$ cat src/rtl/pipeline_hazard_ctrl.sv
// Stall/flush sequencer for the 5-stage core: merges stall requests and runs the exception/ERET drain-flush-redirect FSM.
// Define PIPE_HAZARD_PERF_EN to add the perf_stall_cycles / perf_flush_count counters.
module pipeline_hazard_ctrl #(
    parameter int STAGE_NUM  = 5,
    parameter int FLUSH_HOLD = 1,
    parameter int ADDR_WIDTH = 32,
    parameter int PERF_WIDTH = 32
) (
    input  logic                  clk,
    input  logic                  rst,
    input  logic [STAGE_NUM-1:0]  stall_req,
    input  logic                  exc_req,
    input  logic [ADDR_WIDTH-1:0] exc_target,
    input  logic                  eret_req,
    input  logic [ADDR_WIDTH-1:0] epc_in,
    input  logic                  mem_busy,
    output logic [STAGE_NUM-1:0]  stall_out,
    output logic                  flush,
    output logic                  redirect_valid,
    output logic [ADDR_WIDTH-1:0] redirect_pc,
`ifdef PIPE_HAZARD_PERF_EN
    output logic                  ctrl_busy,
    output logic [PERF_WIDTH-1:0] perf_stall_cycles,
    output logic [PERF_WIDTH-1:0] perf_flush_count
`else
    output logic                  ctrl_busy
`endif
);

    localparam int CNT_W = 4;

    if (FLUSH_HOLD < 1 || FLUSH_HOLD > 15 || PERF_WIDTH < 1) begin : g_bad_param
        $error("pipeline_hazard_ctrl: FLUSH_HOLD must be 1..15 and PERF_WIDTH >= 1");
    end

    typedef enum logic [1:0] {
        S_IDLE,
        S_DRAIN,
        S_FLUSH,
        S_REDIRECT
    } state_t;

    state_t                  state_q, state_d;
    logic [CNT_W-1:0]        cnt_q, cnt_d;
    logic                    flush_q, flush_d;
    logic                    redirect_valid_q, redirect_valid_d;
    logic [ADDR_WIDTH-1:0]   redirect_pc_q, redirect_pc_d;
    logic                    ctrl_busy_q, ctrl_busy_d;
    logic [STAGE_NUM-1:0]    stall_merge;

    // A stall in stage j must freeze every earlier stage, so sweep from WB back to IF.
    always_comb begin
        logic acc;
        acc         = 1'b0;
        stall_merge = '0;
        for (int i = STAGE_NUM - 1; i >= 0; i--) begin
            acc            = acc | stall_req[i];
            stall_merge[i] = acc;
        end
    end

    always_comb begin
        case (state_q)
            S_IDLE:  stall_out = stall_merge;
            S_DRAIN: stall_out = '1;
            default: stall_out = '0;
        endcase
    end

    always_comb begin
        state_d       = state_q;
        cnt_d         = cnt_q;
        redirect_pc_d = redirect_pc_q;
        case (state_q)
            S_IDLE: begin
                if (exc_req) begin
                    redirect_pc_d = exc_target;
                    state_d       = mem_busy ? S_DRAIN : S_FLUSH;
                end else if (eret_req) begin
                    redirect_pc_d = epc_in;
                    state_d       = mem_busy ? S_DRAIN : S_FLUSH;
                end
            end
            S_DRAIN: begin
                if (!mem_busy) begin
                    state_d = S_FLUSH;
                end
            end
            S_FLUSH: begin
                if (cnt_q == '0) begin
                    state_d = S_REDIRECT;
                end else begin
                    cnt_d = cnt_q - CNT_W'(1);
                end
            end
            S_REDIRECT: state_d = S_IDLE;
            default:    state_d = S_IDLE;
        endcase

        if (state_d == S_FLUSH && state_q != S_FLUSH) begin
            cnt_d = CNT_W'(FLUSH_HOLD - 1);
        end

        // Outputs are registered from the next state so they change on the entering edge.
        flush_d          = (state_d == S_FLUSH);
        redirect_valid_d = (state_d == S_REDIRECT);
        ctrl_busy_d      = (state_d != S_IDLE);
    end

    always_ff @(posedge clk) begin
        if (rst) begin
            state_q          <= S_IDLE;
            cnt_q            <= '0;
            flush_q          <= 1'b0;
            redirect_valid_q <= 1'b0;
            redirect_pc_q    <= '0;
            ctrl_busy_q      <= 1'b0;
        end else begin
            state_q          <= state_d;
            cnt_q            <= cnt_d;
            flush_q          <= flush_d;
            redirect_valid_q <= redirect_valid_d;
            redirect_pc_q    <= redirect_pc_d;
            ctrl_busy_q      <= ctrl_busy_d;
        end
    end

    assign flush          = flush_q;
    assign redirect_valid = redirect_valid_q;
    assign redirect_pc    = redirect_pc_q;
    assign ctrl_busy      = ctrl_busy_q;

`ifdef PIPE_HAZARD_PERF_EN
    logic [PERF_WIDTH-1:0] perf_stall_q, perf_stall_d;
    logic [PERF_WIDTH-1:0] perf_flush_q, perf_flush_d;

    // Both counters wrap freely; no saturation.
    always_comb begin
        perf_stall_d = perf_stall_q;
        perf_flush_d = perf_flush_q;
        if (stall_out[0]) begin
            perf_stall_d = perf_stall_q + PERF_WIDTH'(1);
        end
        if (state_d == S_FLUSH && state_q != S_FLUSH) begin
            perf_flush_d = perf_flush_q + PERF_WIDTH'(1);
        end
    end

    always_ff @(posedge clk) begin
        if (rst) begin
            perf_stall_q <= '0;
            perf_flush_q <= '0;
        end else begin
            perf_stall_q <= perf_stall_d;
            perf_flush_q <= perf_flush_d;
        end
    end

    assign perf_stall_cycles = perf_stall_q;
    assign perf_flush_count  = perf_flush_q;
`endif

endmodule

$ cat config.mk
export PLATFORM = sky130hd
export DESIGN_NAME = pipeline_hazard_ctrl
export DESIGN_NICKNAME = d
export VERILOG_FILES = /design/src/rtl/pipeline_hazard_ctrl.sv
export SDC_FILE = /design/constraint.sdc
export NUM_CORES = 1
export LEC_CHECK = 0
export ABC_AREA = 1
export CAP_MARGIN = 20
export CORE_AREA = 2 2 86 68
export DETAILED_ROUTE_END_ITERATION = 7
export DIE_AREA = 0 0 88 70
export GPL_TIMING_DRIVEN = 0
export PLACE_DENSITY = 0.79
export SKIP_LAST_GASP = 1
export SYNTH_ARGS = -nofsm -noshare
export SYNTH_HDL_FRONTEND = slang
export SYNTH_SLANG_ARGS = --single-unit
$ cat constraint.sdc
create_clock -name clk -period 1.7 [get_ports clk]
set_input_delay 0.34 -clock clk [delete_from_list [all_inputs] [get_ports clk]]
set_output_delay 0.34 -clock clk [all_outputs]
set_load 0.01 [all_outputs]
Yosys cells after proc, flatten, opt, wreduce, memory -nomap -nowiden

Index checks and enable logic that the tools add are counted.

Register bits after elaboration: 41
Output and inout bits: 40
Word-level logic and storage cells: 35
Input port bits: 74

Equal/unequal tests: 6
Reduce and logical (&&, ||, !) cells: 8
Bitwise logic cells: 5
Add/subtract/negate cells: 1
Muxes and demuxes: 9

Operators with widths:

| operator                                                           | count |
|---|---|
| 32-bit two-way mux                                                 | 2 |
| 2-bit two-way mux                                                  | 5 |
| 5-bit one-hot mux with 2 select lines                              | 1 |
| 2-bit == test, second input constant                               | 4 |
| 2-bit one-hot mux with 4 select lines                              | 1 |
| 4-bit logical NOT                                                  | 1 |
| 1-bit OR                                                           | 4 |
| 2-bit AND reduction                                                | 2 |
| 2-bit nonzero test                                                 | 2 |
| 4-bit by 1-bit subtractor with 4-bit output, second input constant | 1 |
| 2-bit by 1-bit == test with 1-bit output, second input constant    | 1 |
| 2-bit logical NOT                                                  | 1 |
| 2-bit inequality test, second input constant                       | 1 |
| 2-bit OR reduction                                                 | 1 |
| 1-bit logical AND                                                  | 1 |
| 1-bit NOT                                                          | 1 |

Longest topological paths before layout

Word-level depth: 7
Depth in mapped cells: 8
Mapped depth without buffers: 8

Worst setup path before layout

OpenSTA, ideal clock, no wires.

Path type: in2out
Start: input port stall_req[4]
End: output port stall_out[0]
Buffers on the path: 0
Arrival: 0.847 ns
Setup slack: 0.513 ns
Stages on the path: 4
Required time: 1.360 ns
Cells stage by stage: nor3_1 -> nand2_1 -> nor2_1 -> a21oi_1

Cells in the longest elaborated chain, start to end: 5

Ends and longest elaborated chain:

| element                               | RTL line | RTL |
|---|---|---|
| from (decl)                           | 11       | `input logic [STAGE_NUM-1:0] stall_req,` |
| 1-bit OR (4 in series)                | 57       | `acc = acc \| stall_req[i];` |
| 5-bit one-hot mux with 2 select lines | 63       | `case (state_q)` |
| to (decl)                             | 17       | `output logic [STAGE_NUM-1:0] stall_out,` |

No other way between the ends.

Worst setup path in the final report

Start: register state_q[1]
End: output port stall_out[3]

Cells in the longest elaborated chain, start to end: 2
Elaborated cells between the ends (all ways): 3
Those cells by class: eq/ne: 1; mux: 1; reduce/logical: 1

Ends and longest elaborated chain:

| element                                                                              | RTL line | RTL |
|---|---|---|
| from (decl)                                                                          | 43       | `state_t state_q, state_d;` |
| from (signal assigned)                                                               | 119      | `state_q <= state_d;` |
| 2-bit by 1-bit == test with 1-bit output / 2-bit logical NOT (equally long branches) | 63       |  |
| 5-bit one-hot mux with 2 select lines *                                              | 63       |  |

Every way passes the cells marked *; elsewhere a longest branch is shown, timed or not.

==> flow_summary.toml <==
[grt]
grt_antenna_before_repair = 0
overflow = 0
grt_pass1_wl_mm = 8.487
grt_pass1_vias = 2011
track_usage_pct = 17.42
grt_start_max_net_pins = 13

[layout]
nFillCells = 548
final_common_cell = "nand2_1"
finalNetCount = 507
layout-area-overhead-vs-synth_pct = 68.07
final_cell_mix = "nand2_1 (116), clkdlybuf4s50_1 (104), nor2_1 (73)"
fin_util_pct = 60.59
num_antenna_cells = 0
drive_gt1_share_pct = 7.852
instances_no_fill = 511

[cts]
cts_tree = "done"
clk_latency_ns = 0.30
h-tree-depth = 2
cts_max_path_buffers = 2
cts_root_buf = "clkbuf_8"
clk_pin_slew_ns = 0.07
clock_sinks = 41
cts_made_buffers = 5

[drt]
vias_per_cell = 4.370
first_pass_iters = 5
wl_per_cell_um = 10.78
route.met2.wl_mm = 2.610
via_count = 2233
top_layer_used = "met4"
post-route-drc-count = 0
ant_nets = 0
wl_met3_um = 434
drtIter0Drc = 58
wl_met1_mm = 2.431
wl_mm = 5.508

[min_path]
worst_hold_path_type = "flop to flop"
hold_start = "cnt_q[0]"

[setup_path]
required_ns = 1.36
arrival_ns = 1.27
rr_startpoint = "cnt_q[0]"
start_kind = "flop"
ff2ff_setup_slack_ns = 0.37
cpPeakStageDelay_ns = 0.46
path_class = "flop to output pin"
crit_fanout = 7
cp-end-kind = "output pin"
crit_end = "stall_out[3]"
cp_cell_sequence = "inv_2, o31ai_1, inv_1, dlygate4sd2_1"
startpoint = "state_q[1]"
ff2ff_path_depth = 8
rr_endpoint = "ctrl_busy"
slowest_stage = "dfxtp_1"

[power_and_ir_drop]
ir_worst_vdd_v = 0.0003423
p_leak_nw = 1.497
p_per_area_mw_per_mm2 = 833.6
p_total_mw = 2.745

[floorplan]
die-area_mm2 = 0.006160
die_h_um = 70
rows = 24
fp.dieW_um = 88
io_pins = 114
start_util_pct = 36.05
core_mm2 = 0.005435

[sta]
fin_crit_ns = 1.605
setup_slack_ns = 0.09487
setup-violations-final = 0
fin_worst_skew_ns = 0.008988
tightest_slew_ns = 0.3971
post-route-period-util_pct = 94.42
drv_slew = 0
maxSlewHeadroom_pct = 73.25
grt_setup_unrepaired = "no"
final.setup.tns_ns = 0
report.final.hold_viol_count = 0
fmax_mhz = 623.0

[yosys]
ys_warn_count = 0
syn_nets = 387
synth_area_mm2 = 0.001959
syn_inst = 312
postSynthRegisterBits = 41
synth_seq_area_share_pct = 41.89
ys_types = 21
synth.avg_cell_area_um2 = 6.280

[place]
place_ws_ns = -0.4506
dp_hpwl_mm = 4.224
portBuffers = 112
place_inst = 502
gp_congestion = 0.7492

[run_status]
status = "finished clean"

[flow_run]
drv_cap = 0
-- through the flow --
| stage | hold slack [ns] | instance area, um2 |
|---|---|---|
| floorplan | 0.4124 | 1959 |
| global placement | 0.4547 | 3178 |
| detailed placement | 0.4659 | 3178 |
| CTS | 0.4765 | 3297 |
| global route | 0.5074 | 3293 |
| finish | 0.4788 | 3293 |
-- worst max-delay path: cells and delay by family (launching register included) --
| kind | cells | cell delay [ns] |
|---|---|---|
| AO/OA/AOI/OAI | 1 | 0.07 |
| buffers and inverters | 3 | 0.44 |
| flip-flops | 1 | 0.46 |
-- what timing repair did --
item	CTS	global route
resized for setup	11	6
buffers inserted	1	0
pin swaps	1	3
hold buffers	0	0
setup endpoints to repair	5	4
-- metal layers --
layer | up-vias | track usage [%]
li1 | 1196 | -
met4 | 0 | 4.786
met1 | 953 | 21.41
met5 | - | 0
met3 | 4 | 5.319
met2 | 80 | 29.29
-- worst min-delay path by stage --
stage | cells past startpoint | endpoint | slack [ns]
final | 2 | cnt_q[0] | 0.48
after floorplan | 1 | redirect_valid | 0.41
after global routing | 2 | cnt_q[0] | 0.51
after CTS | 2 | cnt_q[0] | 0.48
after global placement | 2 | cnt_q[0] | 0.45
after detailed placement | 2 | cnt_q[0] | 0.47
-- registers in the layout (all words and copies together), names as in the netlist --
signal          count
state_q             2
cnt_q               4
flush               1
redirect_valid      1
ctrl_busy           1
redirect_pc        32
-- synthesized netlist by cell type, drive strengths merged --
master | count | area, um2
ha | 1 | 12.51
nor3 | 1 | 5.000
o21ai | 34 | 173.9
nor2 | 76 | 302.8
inv | 15 | 56.30
dfxtp | 41 | 820.8
a31oi | 1 | 6.260
a21oi | 7 | 38.79
nand3 | 2 | 10.01
nand2 | 116 | 435.4
clkbuf | 2 | 7.510
buf | 14 | 76.32
o31ai | 1 | 7.510
nand4 | 1 | 6.260
-- power breakdown --
group	internal, mW	switching [mW]
combinational	0.443	0.360
sequential	1.07	0.0569
clock	0.479	0.339
total	1.99	0.756
-- layout make-up --
cell class / instances / area [um2] / share of cell area (%)
multi-input cells: 240 / 1003 / 30.47
repair buffers: 113 / 1115 / 33.85
flip-flops and latches: 41 / 820.8 / 24.92
clock buffers: 7 / 86.33 / 2.622
clock inverters: 1 / 30.03 / 0.9119
inverters: 15 / 56.30 / 1.710
plain buffers: 16 / 83.83 / 2.546
well taps: 78 / 97.59 / 2.964
-- cell families after synthesis --
| kind of cell | synth area share, % |
|---|---|
| fa+ha+maj | 0.6385 |
| compound gates | 11.56 |
| simple gates | 38.76 |
| buf+inv | 7.152 |
| flops | 41.89 |
Note: power is estimated with default switching activity, not from simulation.
